[src/rtl/en_scheduler.sv]
// en_scheduler
//   Round-robin step-enable scheduler for four clients. Each cycle it picks
//   at most one requesting client (searching from ptr upward, modulo 4) and
//   drives a registered one-hot grant plus a combined enable. A saturating
//   idle counter tracks how long pending requests have gone without a grant.
//   The starve output flags saturation.
//
//   Build option: FORCE_PROGRESS_EN
//     undefined : stall always blocks grants.
//     defined   : once the idle counter saturates, the next cycle grants
//                 despite stall, so en always eventually asserts.
//
// Ports
//   clk       in   clock, all state updates on posedge
//   rst       in   synchronous reset, active-low
//   req_i     in   [3:0] level request per client
//   stall_i   in   downstream hold-off, blocks normal grants
//   gnt_o     out  [3:0] registered one-hot (or zero) grant
//   en_o      out  registered, equal to |gnt_o
//   ptr_o     out  [1:0] client searched first on the next cycle
//   starve_o  out  registered, high while idle counter equals MAX_IDLE
module en_scheduler #(
   parameter int unsigned MAX_IDLE = 7
) (
   input  logic       clk,
   input  logic       rst,
   input  logic [3:0] req_i,
   input  logic       stall_i,
   output logic [3:0] gnt_o,
   output logic       en_o,
   output logic [1:0] ptr_o,
   output logic       starve_o
);

   localparam logic [3:0] IDLE_MAX = 4'(MAX_IDLE);

   logic [3:0] gnt_q, gnt_d;
   logic       en_q;
   logic [1:0] ptr_q, ptr_d;
   logic [3:0] idle_q, idle_d;
   logic       starve_q;

   logic [3:0] pick;
   logic [1:0] win_idx;
   logic [1:0] idx;
   logic       found;
   logic       allow;

   // Round-robin search starting at ptr_q; first set request wins.
   always_comb begin
      pick    = 4'b0000;
      win_idx = 2'd0;
      idx     = 2'd0;
      found   = 1'b0;
      for (int k = 0; k < 4; k++) begin
         idx = ptr_q + 2'(k);
         if (!found && req_i[idx]) begin
            found     = 1'b1;
            win_idx   = idx;
            pick[idx] = 1'b1;
         end
      end
   end

   always_comb begin
`ifdef FORCE_PROGRESS_EN
      // A saturated idle counter overrides stall for exactly one grant.
      allow = !stall_i || (idle_q == IDLE_MAX);
`else
      allow = !stall_i;
`endif
      gnt_d = allow ? pick : 4'b0000;
      ptr_d = ptr_q;
      if (allow && found) begin
         ptr_d = win_idx + 2'd1;
      end
      if ((req_i == 4'b0000) || (gnt_d != 4'b0000)) begin
         idle_d = 4'd0;
      end else if (idle_q >= IDLE_MAX) begin
         idle_d = IDLE_MAX;
      end else begin
         idle_d = idle_q + 4'd1;
      end
   end

   always_ff @(posedge clk) begin
      if (!rst) begin
         gnt_q    <= 4'b0000;
         en_q     <= 1'b0;
         ptr_q    <= 2'd0;
         idle_q   <= 4'd0;
         starve_q <= 1'b0;
      end else begin
         gnt_q    <= gnt_d;
         en_q     <= |gnt_d;
         ptr_q    <= ptr_d;
         idle_q   <= idle_d;
         // Registered alongside idle_q so starve tracks it exactly.
         starve_q <= (idle_d == IDLE_MAX);
      end
   end

   assign gnt_o    = gnt_q;
   assign en_o     = en_q;
   assign ptr_o    = ptr_q;
   assign starve_o = starve_q;

   a_gnt_onehot : assert property (@(posedge clk) $onehot0(gnt_q) && (en_q == |gnt_q));
   a_starve_eq  : assert property (@(posedge clk) starve_q == (idle_q == IDLE_MAX));

`ifdef FORCE_PROGRESS_EN
`ifdef FORMAL
   a_progress : assert property (@(posedge clk) disable iff (!rst)
                                 (req_i != 4'b0000) |-> s_eventually en_q);
`endif
`endif

endmodule

[config.mk]
export PLATFORM = sky130hd
export DESIGN_NAME = en_scheduler
export DESIGN_NICKNAME = d
export VERILOG_FILES = /design/src/rtl/en_scheduler.sv
export SDC_FILE = /design/constraint.sdc
export NUM_CORES = 1
export LEC_CHECK = 0
export BUFFER_PORTS_ARGS = -buffer_cell sky130_fd_sc_hd__buf_4
export CAP_MARGIN = 0
export CORE_UTILIZATION = 40
export CTS_CLUSTER_DIAMETER = 40
export DETAILED_ROUTE_END_ITERATION = 12
export GPL_TIMING_DRIVEN = 0
export HOLD_SLACK_MARGIN = 0.05
export PLACE_DENSITY_LB_ADDON = 0.25
export SLEW_MARGIN = 20
export SYNTH_ARGS = -nofsm -noshare
export SYNTH_HDL_FRONTEND = slang
export SYNTH_SLANG_ARGS = --single-unit
[constraint.sdc]
create_clock -name clk -period 5.7 [get_ports clk]
set_input_delay 0.57 -clock clk [delete_from_list [all_inputs] [get_ports clk]]
set_output_delay 0.57 -clock clk [all_outputs]
set_load 0.01 [all_outputs]
## Word level (Yosys, flattened, before mapping)

Cells that the tools add are included.
Widths: inputs -> output; s select.

| storage, ports and cells | value |
|---|---|
| word-level logic and storage cells | 70 |
| output and inout bits | 8 |
| bits in registers | 12 |

| cells by class | value |
|---|---|
| $lt $le $gt $ge | 9 |
| bitwise logic cells | 3 |
| muxes and demuxes | 31 |
| reductions and logical operators | 16 |
| add/sub/neg operators | 5 |
| equality and inequality tests | 1 |

Operators by type and width:

| kind | number |
|---|---|
| $mux 4 | 7 |
| $lt 2x3->1 const B | 4 |
| $mux 1 | 12 |
| $or 4x4->4 | 3 |
| $bmux 1 s2 | 4 |
| $demux 1 s2 | 4 |
| $ge 2x1->1 const B | 4 |
| $logic_and 1x1->1 | 8 |
| $mux 2 | 4 |
| $add 2x1->2 const B | 2 |
| $add 2x2->2 const B | 2 |
| $add 4x1->4 const B | 1 |
| $eq 4x3->1 const B | 1 |
| $ge 4x3->1 const B | 1 |
| $logic_not 1->1 | 4 |
| $logic_not 4->1 | 1 |
| $reduce_bool 4->1 | 1 |
| $reduce_or 4->1 | 1 |
| $logic_or 1x1->1 | 1 |

## Longest topological paths before layout

Gate-level depths: netlist of run 1.

| logic depth | value |
|---|---|
| depth in word-level cells | 17 |
| depth in mapped cells | 9 |
| mapped depth without buffers | 8 |

## Worst setup path after synthesis of run 1

OpenSTA, ideal clock, no wires.

| timing path | value |
|---|---|
| path kind | reg-to-reg |
| start | register ptr_q[0] (netlist: ptr_o[0]) |
| end | register idle_q[2] |
| slack | 3.291 ns |
| path buffers | 1 |
| stages on the path, launching flop included | 10 |
| data arrival time | 2.286 ns |
| path through | dfxtp_1 > buf_6 > inv_2 > ha_1 > or3b_1 > a2111o_1 > a31oi_1 > a211oi_2 > a21oi_2 > nor2_1 |

| between the ends | value |
|---|---|
| cells in the longest elaborated chain, start to end | 16 |
| elaborated cells on any way between the ends | 51 |
| classes of those cells | add/sub (3); order compare (8); mux (25); bitwise (3); reduce/logical (12) |

Ends and longest elaborated chain:

| what | RTL line | source |
|---|---|---|
| start, declared | 39 | `logic [1:0] ptr_q, ptr_d;` |
| start signal, assigned | 96 | `ptr_q <= ptr_d;` |
| parallel branches: the longest is 11 deep, another holds $lt 2x3->1 | -- |  |
| $mux 4 * | 57 | `if (!found && req_i[idx]) begin` |
| $mux 4 * | 72 | `gnt_d = allow ? pick : 4'b0000;` |
| $reduce_bool 4->1 * | 77 | `if ((req_i == 4'b0000) \|\| (gnt_d != 4'b0000)) begin` |
| $logic_or 1x1->1 * | 77 |  |
| $mux 4 * | 77 |  |
| end signal, assigned | 97 | `idle_q <= idle_d;` |
| end, declared | 40 | `logic [3:0] idle_q, idle_d;` |

Mark *: on every way between the ends. The select of a mux whose other input is x is not followed.
A chain may end at the register's enable or synchronous reset.

## Final worst setup path of run 1

| timing path | value |
|---|---|
| start | register ptr_q[0] (netlist: ptr_o[0]) |
| end | register starve_q (netlist: starve_o) |

| between the ends | value |
|---|---|
| cells in the longest elaborated chain, start to end | 17 |
| elaborated cells on any way between the ends | 52 |
| classes of those cells | add/sub (3); order compare (8); eq/ne (1); mux (25); bitwise (3); reduce/logical (12) |

Ends and longest elaborated chain:

| what | RTL line | source |
|---|---|---|
| parallel branches: the longest is 11 deep, another holds $lt 2x3->1 | -- |  |
| $mux 4 * | 57 |  |
| $mux 4 * | 72 |  |
| $reduce_bool 4->1 * | 77 |  |
| $logic_or 1x1->1 * | 77 |  |
| $mux 4 * | 77 |  |
| $eq 4x3->1 * | 99 | `starve_q <= (idle_d == IDLE_MAX);` |
| end signal, assigned | 99 |  |
| end, declared | 41 | `logic starve_q;` |

Marked as above.

==> Flow_metrics.wiki, run 1 <==
{| class="wikitable"
! Metric !! Value
|-
| Ports || 15
|-
| Pin count of the biggest net entering global routing || 11
|-
| Placer congestion estimate || 0.8950
|-
| Total wire length after detailed routing || 1914 µm
|-
| Share of the clock period used by the worst path || 0.4586
|-
| Net count after synthesis || 131
|-
| Remaining routing DRC violations || 0
|-
| Post-Synthesis Cells || 115
|-
| Count of hold buffers inserted by post-cts repair || 0
|-
| Antenna-violating nets left || 0
|-
| Proportion of register bits with asynchronous set or reset after synthesis || 0
|-
| Core area || 2255 µm²
|-
| Number of global-route vias before repair || 758
|-
| Slack of the worst reg-to-reg path || 3090 ps
|-
| CP endpoint kind || flop
|-
| Max Cap Viol || 0
|-
| Placement row count || 17
|-
| Depth of the worst register-to-register path || 9
|-
| Initial antenna violation count || 0
|-
| CTS root buffer || sky130_fd_sc_hd__clkbuf_4
|-
| Critical Path AT || 2770 ps
|-
| Final hold violations || 0
|-
| Share of the synthesized area in the top cell type || 0.2481
|-
| Highest achievable clock rate || 382.5 MHz
|-
| TritonCTS clock tree || built
|-
| Critical path fanouts, max || 10
|-
| Filler cell count in the final layout || 230
|-
| Clk_skew || 4.723 ps
|-
| Layout Cell Area excl Fill || 1101 µm²
|-
| First drt pass iteration count || 4
|-
| Final setup vio count || 0
|-
| Total die area || 2622 µm²
|-
| #FFs+latches synth || 12
|-
| Status || complete, no violations
|-
| Overall routing resource usage || 0.1682
|-
| Pwr dens || 330.4 nW/µm²
|-
| Count of unique library cells instantiated by Yosys || 43
|-
| Pre-CTS setup slack || 3071 ps
|-
| I/O Buffers || 10
|-
| Worst Tran Pin Value || 430.8 ps
|-
| Synthesized area || 968.4 µm²
|-
| Per-cell via count in the routed design || 5.679
|-
| Count of synthesis-stage warnings from yosys || 0
|-
| Setup repair after global routing missed its margin || false
|-
| Final Critical Period || 2614 ps
|-
| Startpoint-to-endpoint class of the critical path || flop to flop
|-
| Die Height || 51.21 µm
|-
| Source-to-sink clock delay at the later pin of the worst-skew pair || 270 ps
|-
| Worst Hold Class || flop to flop
|-
| Worst vdd ir || 180.8 µV
|-
| Final WS setup || 3086 ps
|-
| Sum of negative setup slack || 0 ps
|-
| Post-route total power || 0.3638 mW
|-
| Leading cell types in the layout, fill and taps excluded || 12 x sky130_fd_sc_hd__nand2_1, 12 x sky130_fd_sc_hd__nor2_1, 12 x sky130_fd_sc_hd__dfxtp_1
|-
| Non-filler cells, final || 156
|-
| Post-CTS setup buffer count || 0
|-
| Post-synth top flop || sky130_fd_sc_hd__dfxtp_1
|-
| Total number of nets in the final design || 146
|-
| Proportion of layout cells with a drive suffix above 1 || 0.1875
|-
| Chip Width || 51.21 µm
|-
| Reg-to-reg endpoint || starve_o
|-
| Initial core utilization || 0.4295
|-
| Critical R2R Launch || ptr_o[0]
|-
| ANT cells || 0
|-
| Worst Setup SP || ptr_o[0]
|-
| Overflow left after global routing || 0
|-
| Inst Count DP || 153
|-
| Element type at the critical path start || flop
|-
| Sequential share of the synthesized area || 0.2481
|-
| Mean cell area of the mapped netlist || 8.421 µm²
|-
| Number of DRC violations after detailed-routing iteration 0 || 19
|-
| Area contributors post-synth || sky130_fd_sc_hd__dfxtp_1 25%, sky130_fd_sc_hd__ha_1 12%, sky130_fd_sc_hd__mux4_2 7.0%
|-
| Largest area contributor in the netlist || sky130_fd_sc_hd__dfxtp_1
|-
| Slew margin rel. || 0.7102
|-
| Area growth from synthesis to final layout || 13.70%
|-
| Sum of net half-perimeters after detailed placement || 1468 µm
|-
| Final hold slack || 514.0 ps
|-
| Maximum level of the CTS H-tree || 1
|-
| Number of buffers added by the clock tree synthesis step || 3
|-
| Maximum number of buffers from clock root to sink || 2
|-
| Post-detailed-route wirelength per cell || 12.27 µm
|-
| Num Clock Sinks || 12
|-
| Post-cts gate resize count || 0
|-
| Clock edge transition at the registers on the reported setup and hold paths || 70 ps
|-
| Count of flip-flops with a built-in enable after synthesis || 0
|-
| Final max-slew violation count || 0
|-
| Final core occ || 0.4883
|-
| First-pass GRT wire length || 3353 µm
|-
| Required time of the critical path || 5860 ps
|-
| Leak Pwr || 0.4395 nW
|-
| Post-place instance area || 1079 µm²
|-
| Critical Path Sink || starve_o
|-
| Via total after detailed routing || 886
|}
[cells by family after synthesis]
| logic type | Yosys count | share of synthesized area |
|---|---|---|
| buf+inv | 8 | 0.04003 |
| fa+ha+maj | 9 | 0.1163 |
| compound gates | 31 | 0.2287 |
| flops | 12 | 0.2481 |
| xor+xnor | 1 | 0.009046 |
| simple gates | 50 | 0.2778 |
| mux | 4 | 0.08010 |
[synth_stat cells (all sizes together), types with 2 or more instances]
cell	instances
o21ai	6
a21oi	6
clkbuf	4
nor3	2
nor2b	4
dfxtp	12
ha	9
a22oi	2
o31ai	2
buf	2
nand4b	2
a22o	3
nand2	12
nor4	2
nor2	12
and2	2
a31oi	3
a211oi	3
nand3	3
mux4	3
inv	2
nand2b	5
a21o	2
[sequential cells by signal (all words and copies together), names as in the netlist]
signal    count
ptr_o         2
en_o          1
idle_q        4
starve_o      1
gnt_o         4
[layer usage]
metal  global-route usage  wire, µm
met5                    0         0
met4              0.06944        31
met3              0.01786        90
met2               0.2939       919
met1               0.2072       873
[where the power goes]
| part | leakage [nW] | internal, mW | switching (mW) |
|---|---|---|---|
| clock | 0.0138 | 0.0245 | 0.0266 |
| sequential | 0.0980 | 0.0951 | 0.0112 |
| combinational | 0.328 | 0.0944 | 0.112 |
| total | 0.440 | 0.214 | 0.150 |
[critical path, stage by stage (launching register included)]
cell	delay, ps
sky130_fd_sc_hd__dfxtp_1	460
sky130_fd_sc_hd__buf_6	200
sky130_fd_sc_hd__inv_2	70
sky130_fd_sc_hd__ha_1	380
sky130_fd_sc_hd__or3b_1	370
sky130_fd_sc_hd__a2111o_1	380
sky130_fd_sc_hd__a31oi_1	210
sky130_fd_sc_hd__a211oi_2	100
sky130_fd_sc_hd__a21oi_2	260
sky130_fd_sc_hd__nor2_1	80
[layout make-up]
type                            instances  area (µm²)  area share
Timing Repair Buffer                   10       75.07     0.06818
Buffer                                  6       31.28     0.02841
Sequential cell                        12       240.2      0.2182
Clock buffer                            3       22.52     0.02045
Inverter                                2       7.507    0.006818
Multi-Input combinational cell         95       689.4      0.6261
Tap cell                               28       35.03     0.03182
[worst min path at each step]
stage,startpoint,cells after the start,endpoint
floorplan,idle_q[2],2,idle_q[3]
global placement,idle_q[2],2,idle_q[3]
detailed placement,idle_q[2],2,idle_q[3]
CTS,idle_q[2],2,idle_q[3]
global route,rst,2,ptr_o[0]
finish,idle_q[2],2,idle_q[3]
No activity file was read; power rests on OpenSTA's default activity.
==> run 2, diff against run 1 <==
- ABC_AREA: not set -> 1
- clock period: 5.7 -> 2.55 ns (I/O delays scaled with it)
==> Flow_metrics.wiki, run 2 <==
{| class="wikitable"
! Metric !! Value
|-
| Critical R2R Launch || ptr_o[1]
|-
| Final max-slew violation count || 0 (unchanged)
|-
| Net count after synthesis || 145 (+11%)
|-
| Mean cell area of the mapped netlist || 7.003 µm² (-17%)
|-
| Largest area contributor in the netlist || sky130_fd_sc_hd__dfxtp_1
|-
| Count of flip-flops with a built-in enable after synthesis || 0 (unchanged)
|-
| Slew margin rel. || 0.7924 (+0.08219)
|-
| CP endpoint kind || flop
|-
| Area contributors post-synth || sky130_fd_sc_hd__dfxtp_1 27%, sky130_fd_sc_hd__nand2_1 13%, sky130_fd_sc_hd__ha_1 12%
|-
| Proportion of register bits with asynchronous set or reset after synthesis || 0 (unchanged)
|-
| Met2 Routed Length || 841 µm (-8.5%)
|-
| Placer congestion estimate || 0.7890 (-12%)
|-
| First-pass GRT wire length || 3236 µm (-3.5%)
|-
| Share of the clock period used by the worst path || 0.8886 (+0.4300)
|-
| Chip Width || 49.52 µm (-3.3%)
|-
| Commonest non-fill, non-tap cell in the layout || sky130_fd_sc_hd__nand2_1
|-
| Share of the synthesized area in the top cell type || 0.2659 (+0.01787)
|-
| Antenna-violating nets left || 0 (unchanged)
|-
| Number of global-route vias before repair || 790 (+4.2%)
|-
| TritonCTS clock tree || built
|-
| Post-detailed-route wirelength per cell || 10.71 µm (-13%)
|-
| Final Critical Period || 2266 ps (-348.2 ps)
|-
| Reg-to-reg endpoint || starve_o
|-
| Remaining routing DRC violations || 0 (unchanged)
|-
| Num Clock Sinks || 12 (unchanged)
|-
| Number of buffers added by the clock tree synthesis step || 3 (unchanged)
|-
| Element type at the critical path start || flop
|-
| Layout Cell Area excl Fill || 1081 µm² (-1.8%)
|-
| Max Cap Viol || 0 (unchanged)
|-
| Per-cell via count in the routed design || 4.851 (-15%)
|-
| Slack of the worst reg-to-reg path || 280 ps (-2800 ps)
|-
| Overall routing resource usage || 0.1691 (+0.0009171)
|-
| Pin count of the biggest net entering global routing || 12 (+1)
|-
| Total number of nets in the final design || 164 (+12%)
|-
| #FFs+latches synth || 12 (unchanged)
|-
| Required time of the critical path || 2760 ps (-3100 ps)
|-
| Post-Synthesis Cells || 129 (+12%)
|-
| I/O Buffers || 14 (+4)
|-
| Pwr dens || 825.6 nW/µm² (+150%)
|-
| Sequential share of the synthesized area || 0.2659 (+0.01787)
|-
| Initial core utilization || 0.4424 (+0.01288)
|-
| Non-filler cells, final || 174 (+12%)
|-
| First drt pass iteration count || 4 (unchanged)
|-
| Peak per-stage delay on the critical path || 440 ps (-20 ps)
|-
| Die Height || 49.52 µm (-3.3%)
|-
| Worst Setup SP || ptr_o[1]
|-
| Critical path fanouts, max || 8 (-2)
|-
| Placement row count || 16 (-1)
|-
| Count of synthesis-stage warnings from yosys || 0 (unchanged)
|-
| Worst Tran Pin Value || 308.2 ps (-122.6 ps)
|-
| Post-place instance area || 1042 µm² (-3.4%)
|-
| Critical path's slowest cell || sky130_fd_sc_hd__dfxtp_2
|-
| Worst Hold Class || input port to flop
|-
| Sum of negative setup slack || 0 ps (unchanged)
|-
| Filler cell count in the final layout || 221 (-3.9%)
|-
| Final core occ || 0.5294 (+0.04107)
|-
| Critical Path AT || 2480 ps (-290 ps)
|-
| Worst vdd ir || 407.2 µV (+130%)
|-
| ANT cells || 0 (unchanged)
|-
| Source-to-sink clock delay at the later pin of the worst-skew pair || 270 ps (about the same)
|-
| Final hold violations || 0 (unchanged)
|-
| Startpoint-to-endpoint class of the critical path || flop to flop
|-
| Maximum level of the CTS H-tree || 1 (unchanged)
|-
| CTS root buffer || sky130_fd_sc_hd__clkbuf_4
|-
| Initial antenna violation count || 0 (unchanged)
|-
| Ports || 15 (unchanged)
|-
| Sequential cell area || 242.7 µm² (+1.0%)
|-
| Critical Path Sink || starve_o
|-
| Overflow left after global routing || 0 (unchanged)
|-
| Most used standard cell by instance count after synthesis || sky130_fd_sc_hd__nand2_1
|-
| Count of hold buffers inserted by post-cts repair || 0 (unchanged)
|-
| Leak Pwr || 0.5626 nW (+28%)
|-
| Pre-CTS setup slack || 137.1 ps (-2934 ps)
|-
| Leading post-synthesis cells by instance count || 31 x sky130_fd_sc_hd__nand2_1, 18 x sky130_fd_sc_hd__inv_1, 14 x sky130_fd_sc_hd__nand3_1
|-
| Number of DRC violations after detailed-routing iteration 0 || 36 (+17)
|-
| Clock edge transition at the registers on the reported setup and hold paths || 70 ps (about the same)
|-
| Worst path cell trace || inv_1 > ha_1 > inv_1 > nand3_1 > nand2_1 > nor2_2 > a21oi_1 > nand3_1 > nand2_1 > nand2_1 > nor2_2 > nand3_1 > nor2_1
|-
| Inst Count DP || 170 (+11%)
|-
| Status || complete, no violations
|-
| Synthesized area || 903.4 µm² (-6.7%)
|-
| Proportion of layout cells with a drive suffix above 1 || 0.2177 (+0.03019)
|-
| Maximum number of buffers from clock root to sink || 2 (unchanged)
|-
| Count of unique library cells instantiated by Yosys || 23 (-47%)
|-
| Depth of the worst register-to-register path || 13 (+4)
|-
| Wire length on met1 || 964 µm (+10%)
|-
| Total wire length after detailed routing || 1863 µm (-2.7%)
|-
| Highest achievable clock rate || 441.3 MHz (+15%)
|-
| Area growth from synthesis to final layout || 19.67%
|-
| Final WS setup || 284.0 ps (-2802 ps)
|-
| Via total after detailed routing || 844 (-4.7%)
|-
| Final setup vio count || 0 (unchanged)
|-
| Sum of net half-perimeters after detailed placement || 1444 µm (-1.7%)
|-
| Top Layer Used || met4
|-
| Leading cell types in the layout, fill and taps excluded || 31 x sky130_fd_sc_hd__nand2_1, 18 x sky130_fd_sc_hd__inv_1, 14 x sky130_fd_sc_hd__nand3_1, 14 x sky130_fd_sc_hd__buf_4, 11 x sky130_fd_sc_hd__nor2_1
|-
| Core area || 2042 µm² (-9.4%)
|-
| Sum of met3 wire segment lengths after detailed routing || 47 µm (-48%)
|-
| Clk_skew || 3.986 ps (-0.7371 ps)
|-
| Post-synth top flop || sky130_fd_sc_hd__dfxtp_1
|-
| Total die area || 2452 µm² (-6.5%)
|-
| Setup repair after global routing missed its margin || false
|-
| Area taken by multi-input logic gates || 591.8 µm² (-14%)
|}
## run 2: power by group
| group | internal, mW | switching, mW | total (mW) | leakage, nW |
|---|---|---|---|---|
| clock | 0.0869 | 0.0624 | 0.149 | 0.0210 |
| sequential | 0.224 | 0.0333 | 0.257 | 0.0986 |
| combinational | 0.183 | 0.303 | 0.486 | 0.443 |
| total | 0.494 | 0.399 | 0.893 | 0.563 |
## run 2: worst min path at each step
stage	depth (start not counted)	to	slack [ps]	from
floorplan	2	ptr_o[0]	400	rst
global placement	2	idle_q[3]	460	idle_q[1]
detailed placement	2	idle_q[3]	460	idle_q[2]
CTS	3	ptr_o[0]	230	rst
global route	3	ptr_o[0]	260	rst
finish	3	ptr_o[0]	250	rst
## run 2: cell families after synthesis
group | Yosys count | share of synthesized area
AND/OR/NAND/NOR | 74 | 0.4280
buffers and inverters | 19 | 0.07894
AO/OA/AOI/OAI | 14 | 0.09280
flip-flops | 12 | 0.2659
adder cells (fa/ha/maj) | 9 | 0.1247
XOR/XNOR | 1 | 0.009697
## run 2: worst max-delay path, delay by kind of cell (launching register included)
family,cells,cell delay (ps)
AO/OA/AOI/OAI,1,170
buffers and inverters,2,330
AND/OR/NAND/NOR,9,870
flip-flops,1,440
adder cells (fa/ha/maj),1,380
## run 2: per-layer routing
metal	track usage	vias to the layer above
li1	-	457
met1	0.2325	378
met2	0.2658	7
met3	0.04630	2
met4	0.02857	0
met5	0	-
## run 2: cell type report
class	count	area share
sequential	12	0.2245
tap	27	0.03125
clock buffer	4	0.03356
multi-input combinational	98	0.5475
timing repair buffer	14	0.09722
inverter	19	0.06597
## run 2: stage by stage
| stage | power, mW | hold WS, ps |
|---|---|---|
| after floorplan | 0.6199 | 395.6 |
| after global placement | 0.7274 | 458.3 |
| after detailed placement | 0.7413 | 457.8 |
| after CTS | 0.8947 | 234.7 |
| after global routing | 0.9810 | 264.3 |
| final | 0.8925 | 245.5 |
## run 2: repair_timing
action	4_1_cts	5_1_grt
setup buffers	0	0
resized for setup	0	2
setup endpoints to repair	0	7
